**src/rtl/instruction_fetch.sv**
```systemverilog
// rtl/instruction_fetch.sv - IF stage: PC, fetch handshake, redirects, IF/ID register
// Optional feature: define IF_BRANCH_PREDICT_EN to honour the branch-predictor target inputs.
module instruction_fetch #(
    parameter logic [15:0] RESET_VECTOR = 16'h0000,
    parameter logic [15:0] NOP_INSTR    = 16'h0000
) (
    input  logic        clk,
    input  logic        reset,
    output logic [15:0] address_to_memory,
    output logic        mem_req_if,
    input  logic [15:0] data_from_memory,
    input  logic        mem_ready,
    input  logic [15:0] target_bp,
    input  logic        target_en_bp,
    input  logic        redirect_en_ex,
    input  logic [15:0] redirect_target_ex,
    input  logic        stall_id,
    output logic [15:0] instruction_if,
    output logic [15:0] next_program_counter_if,
    output logic        pred_taken_if,
    output logic        valid_if
);

    typedef enum logic [1:0] {BOOT, FETCH, HOLD} state_t;

    state_t      state_q;
    logic [15:0] pc_q;
    logic        mem_req_q;
    logic [15:0] instr_q;
    logic [15:0] npc_q;
    logic        pred_q;
    logic        valid_q;
    logic [15:0] skid_instr_q;
    logic [15:0] skid_npc_q;
    logic        skid_pred_q;

    logic [15:0] pc_plus1_d;
    logic [15:0] pc_next_d;
    logic        take_bp_d;

    assign pc_plus1_d = pc_q + 16'd1;

`ifdef IF_BRANCH_PREDICT_EN
    assign take_bp_d = target_en_bp;
    assign pc_next_d = target_en_bp ? target_bp : pc_plus1_d;
`else
    logic bp_unused;
    assign bp_unused = ^{target_bp, target_en_bp};
    assign take_bp_d = 1'b0;
    assign pc_next_d = pc_plus1_d;
`endif

    always_ff @(posedge clk or posedge reset) begin
        if (reset) begin
            state_q      <= BOOT;
            pc_q         <= RESET_VECTOR;
            mem_req_q    <= 1'b0;
            instr_q      <= NOP_INSTR;
            npc_q        <= 16'h0000;
            pred_q       <= 1'b0;
            valid_q      <= 1'b0;
            skid_instr_q <= NOP_INSTR;
            skid_npc_q   <= 16'h0000;
            skid_pred_q  <= 1'b0;
        end else if (redirect_en_ex && state_q != BOOT) begin
            // Abort any outstanding request and flush regardless of decode stall.
            state_q      <= FETCH;
            pc_q         <= redirect_target_ex;
            mem_req_q    <= 1'b1;
            instr_q      <= NOP_INSTR;
            pred_q       <= 1'b0;
            valid_q      <= 1'b0;
            skid_instr_q <= NOP_INSTR;
            skid_npc_q   <= 16'h0000;
            skid_pred_q  <= 1'b0;
        end else begin
            case (state_q)
                BOOT: begin
                    state_q   <= FETCH;
                    mem_req_q <= 1'b1;
                end
                FETCH: begin
                    if (mem_ready) begin
                        pc_q <= pc_next_d;
                        if (!stall_id) begin
                            instr_q <= data_from_memory;
                            npc_q   <= pc_plus1_d;
                            pred_q  <= take_bp_d;
                            valid_q <= 1'b1;
                        end else begin
                            skid_instr_q <= data_from_memory;
                            skid_npc_q   <= pc_plus1_d;
                            skid_pred_q  <= take_bp_d;
                            state_q      <= HOLD;
                            mem_req_q    <= 1'b0;
                        end
                    end else if (!stall_id) begin
                        instr_q <= NOP_INSTR;
                        pred_q  <= 1'b0;
                        valid_q <= 1'b0;
                    end
                end
                HOLD: begin
                    if (!stall_id) begin
                        instr_q   <= skid_instr_q;
                        npc_q     <= skid_npc_q;
                        pred_q    <= skid_pred_q;
                        valid_q   <= 1'b1;
                        state_q   <= FETCH;
                        mem_req_q <= 1'b1;
                    end
                end
                default: begin
                    state_q   <= BOOT;
                    mem_req_q <= 1'b0;
                end
            endcase
        end
    end

    assign address_to_memory       = pc_q;
    assign mem_req_if              = mem_req_q;
    assign instruction_if          = instr_q;
    assign next_program_counter_if = npc_q;
    assign pred_taken_if           = pred_q;
    assign valid_if                = valid_q;

endmodule

```
**config.mk**
```make
export PLATFORM = sky130hd
export DESIGN_NAME = instruction_fetch
export DESIGN_NICKNAME = d
export VERILOG_FILES = /design/src/rtl/instruction_fetch.sv
export SDC_FILE = /design/constraint.sdc
export NUM_CORES = 1
export LEC_CHECK = 0
export CAP_MARGIN = 20
export CORE_AREA = 2 2 91 93
export CTS_CLUSTER_SIZE = 14
export DETAILED_ROUTE_END_ITERATION = 8
export DIE_AREA = 0 0 93 95
export DONT_BUFFER_PORTS = 1
export PLACE_DENSITY = 0.7
export SLEW_MARGIN = 0
export SYNTH_ARGS = -nofsm -noshare
export SYNTH_HDL_FRONTEND = slang
export SYNTH_SLANG_ARGS = --single-unit
```
**constraint.sdc**
```tcl
create_clock -name clk -period 2.4 [get_ports clk]
set_clock_uncertainty 0.05 [all_clocks]
set_input_delay 0.36 -clock clk [delete_from_list [all_inputs] [get_ports clk]]
set_output_delay 0.36 -clock clk [all_outputs]
set_load 0.01 [all_outputs]
```
==> out/qor.txt <==
latest clock arrival within the worst-skew pair = 0.36 ns
row cnt = 33
Netlist cell types = 54
pin count of the biggest net entering global routing = 84
number of global-route vias before repair = 3364
final antenna-violating net count = 0
RSZ-0062 raised after global routing = no
Net Sw Power = 0.00274 W
power share of the clock group = 19.4%
wire per inst = 18.1 um
Flop pwr share = 43.3%
Hold Fails Final Rpt = 0
Slew headroom = 31.4%
CTS sink count = 83
Global Route Usage Sum = 24.4%
Post-Route WL = 10200 um
Tmin final = 2.22 ns
number of synthesized register bits = 83
syn_nets = 520
max_cap viols = 0
core area = 7930 sq um
Hold Path Class = in2reg
Reg clk slew, reported paths = 0.08 ns
pre-CTS setup slack = 0.168 ns
Synth Area in Adders = 1.74%
number of port buffers = 0
CTS buffer count = 9
Inserted Diodes = 0
layout cell share with drive strength beyond 1 = 9.85%
Req. time, crit path = 2.65 ns
power share of the combinational group = 37.2%
Die Y = 95 um
H-tree levels = 3
die area = 8840 sq um
Slew Limit Fails = 0
Seq/Total Area, Yosys = 48.0%
pwr dens = 1370 nW/um^2
arrival time at the worst endpoint = 2.47 ns
WHS = 0.0791 ns
fmax = 450 MHz
main combinational cell family by area after synthesis = compound AO/OA/AOI/OAI gates
Synth Area in Compound Gates = 22.4%
die width = 93 um
initial antenna violation count = 0
Post-Synth Simple-Gate Area = 17.6%
critical setup path kind = reg2reg
final setup violation count = 0
Final Util = 59.4%
ys async rst share = 100%
post-synthesis mux area share = 2.60%
CTS resizes = 0
Final period util = 92.6%
leakage power = 2.00 nW
Starting Density = 54.5%
synthesized area = 4320 sq um
Mean Syn Cell Area = 9.40 sq um
setup TNS = 0 ns
post-route setup slack = 0.178 ns
initial DRC count = 164
status = completed
drt pass-1 iters = 4
internal power = 0.00369 W
CTS max path bufs = 2
maximum VDD drop = 0.819 mV
Vias = 3389
Synth Flop Type = dfrtp_1
Yosys Warn Count = 0
slew of the pin with the lowest slew margin = 1.03 ns
Max FO, Critical Path = 29
CP Launch Type = register
Post-Synthesis Cells = 460
Nets = 512
Syn-to-layout area delta = 8.86%
drt drc = 0
Vias/cell = 6.03
CTS tree = yes
Setup crit end kind = register
sw frac = 42.6%
Layout fillers = 703
first-pass GRT wire length = 16800 um
clock root cell = clkbuf_8
Synth Area in XOR/XNOR = 1.62%
Power, Total = 0.00644 W
number of synthesized flops with an enable pin = 0
gpl congestion = 0.757
GRT overflow = 0
# IOs = 105
post-DP HPWL = 6850 um
[layout make-up]
class,instances,area [sq um],share of cell area [%]
Clock buffer,10,138,2.92
Inverter,24,93.8,1.99
Sequential cell,83,2080,44.1
Clock inverter,6,113,2.39
Timing Repair Buffer,15,128,2.71
Multi-Input combinational cell,319,2030,43.0
Tap cell,105,131,2.79
[state kept, by name, summed over array words and instances, names as in the netlist]
name	flops
skid_npc_q	16
address_to_memory	16
valid_if	1
instruction_if	16
state_q	1
skid_instr_q	16
mem_req_if	1
next_program_counter_if	16
[per-stage QoR]
step | area [sq um] | cells
3_3_place_gp | 4450 | 545
4_1_cts | 4710 | 562
6_report | 4710 | 562
3_5_place_dp | 4450 | 545
5_1_grt | 4710 | 562
2_1_floorplan | 4330 | 460
[power by group through the flow]
| stage | clock network (W) | logic [W] | registers (W) |
|---|---|---|---|
| final | 0.00125 | 0.00240 | 0.00279 |
| after global routing | 0.00133 | 0.00273 | 0.00289 |
| after CTS | 0.00127 | 0.00242 | 0.00280 |
| after detailed placement | 0 | 0.00240 | 0.00283 |
| after global placement | 0 | 0.00233 | 0.00279 |
| after floorplan | 0 | 0.00186 | 0.00268 |
[critical path, stage by stage, from the launching register on]
cell      delay [ns]
dfrtp_1         0.45
inv_1           0.13
ha_1            0.24
nand2b_2        0.21
buf_4           0.33
nand4_1         0.41
a21o_1          0.28
o21ai_1         0.06
[synthesized netlist by cell type (3+ instances only)]
library cell / n / area, sq um
dfrtp_1: 83 / 2080
o21ai_0: 50 / 250
nand2_1: 49 / 184
a21oi_1: 28 / 140
o31ai_1: 25 / 188
inv_1: 24 / 90.1
nand4_1: 17 / 106
nor2_1: 17 / 63.8
buf_2: 15 / 75.1
and3_1: 14 / 87.6
clkbuf_1: 13 / 48.8
nand3_1: 10 / 50.1
mux2i_1: 9 / 90.1
o2bb2ai_1: 8 / 70.1
nor3_1: 7 / 35.0
and2_1: 6 / 37.5
ha_1: 6 / 75.1
nand2b_1: 6 / 37.5
xnor2_1: 6 / 52.6
nor4_1: 5 / 31.3
o21ai_1: 5 / 25.0
a2bb2oi_1: 3 / 26.3
buf_1: 3 / 11.3
o211ai_1: 3 / 22.5
o21a_1: 3 / 22.5
[final timing paths]
| path | cells after the start | to | from | slack [ns] |
|---|---|---|---|---|
| hold reg to reg | 1 | skid_npc_q[6] | skid_npc_q[6] | 0.43 |
| setup / recovery | 7 | skid_npc_q[11] | state_q[1] | 0.18 |
| setup reg to reg | 7 | skid_npc_q[11] | state_q[1] | 0.18 |
| hold / removal | 2 | skid_instr_q[15] | data_from_memory[15] | 0.08 |
| min in group asynchronous | 3 | next_program_counter_if[5] | reset | 0.53 |
| max in group asynchronous | 3 | skid_instr_q[11] | reset | 1.42 |
[metal layers]
| metal | GRT usage (%) | vias to the layer above | wire length, um |
|---|---|---|---|
| met3 | 5.91 | 9 | 626 |
| met4 | 8.70 | 0 | 123 |
| met5 | 0 | - | 0 |
| met1 | 31.9 | 1629 | 4530 |
| met2 | 39.9 | 97 | 4900 |
| li1 | - | 1654 | - |
[cell usage in the layout (no fill, tap or decap), types with 6 or more instances in the layout]
master	instances
nand2_1	49
clkbuf_8	10
nor3_1	7
o2bb2ai_1	8
and2_1	6
o31ai_1	25
dfrtp_1	83
nor2_1	17
mux2i_1	9
and3_1	14
o21ai_0	50
xnor2_1	6
nand3_1	10
a21oi_1	28
ha_1	6
inv_1	23
nand4_1	17
buf_4	13
[logic make-up after synthesis]
group | after synthesis
AO/OA/AOI/OAI | 151
AND/OR/NAND/NOR | 142
flip-flops | 83
buffers and inverters | 58
multiplexers | 11
XOR/XNOR | 8
adder cells (fa/ha/maj) | 6
other | 1
[repair_timing]
item / CTS / global route
endpoints found under the setup margin: 0 / 5
setup buffers: 0 / 0
hold endpoints to repair: 83 / 0
hold buffers: 1 / 0
No activity file was read; power rests on OpenSTA's default activity.
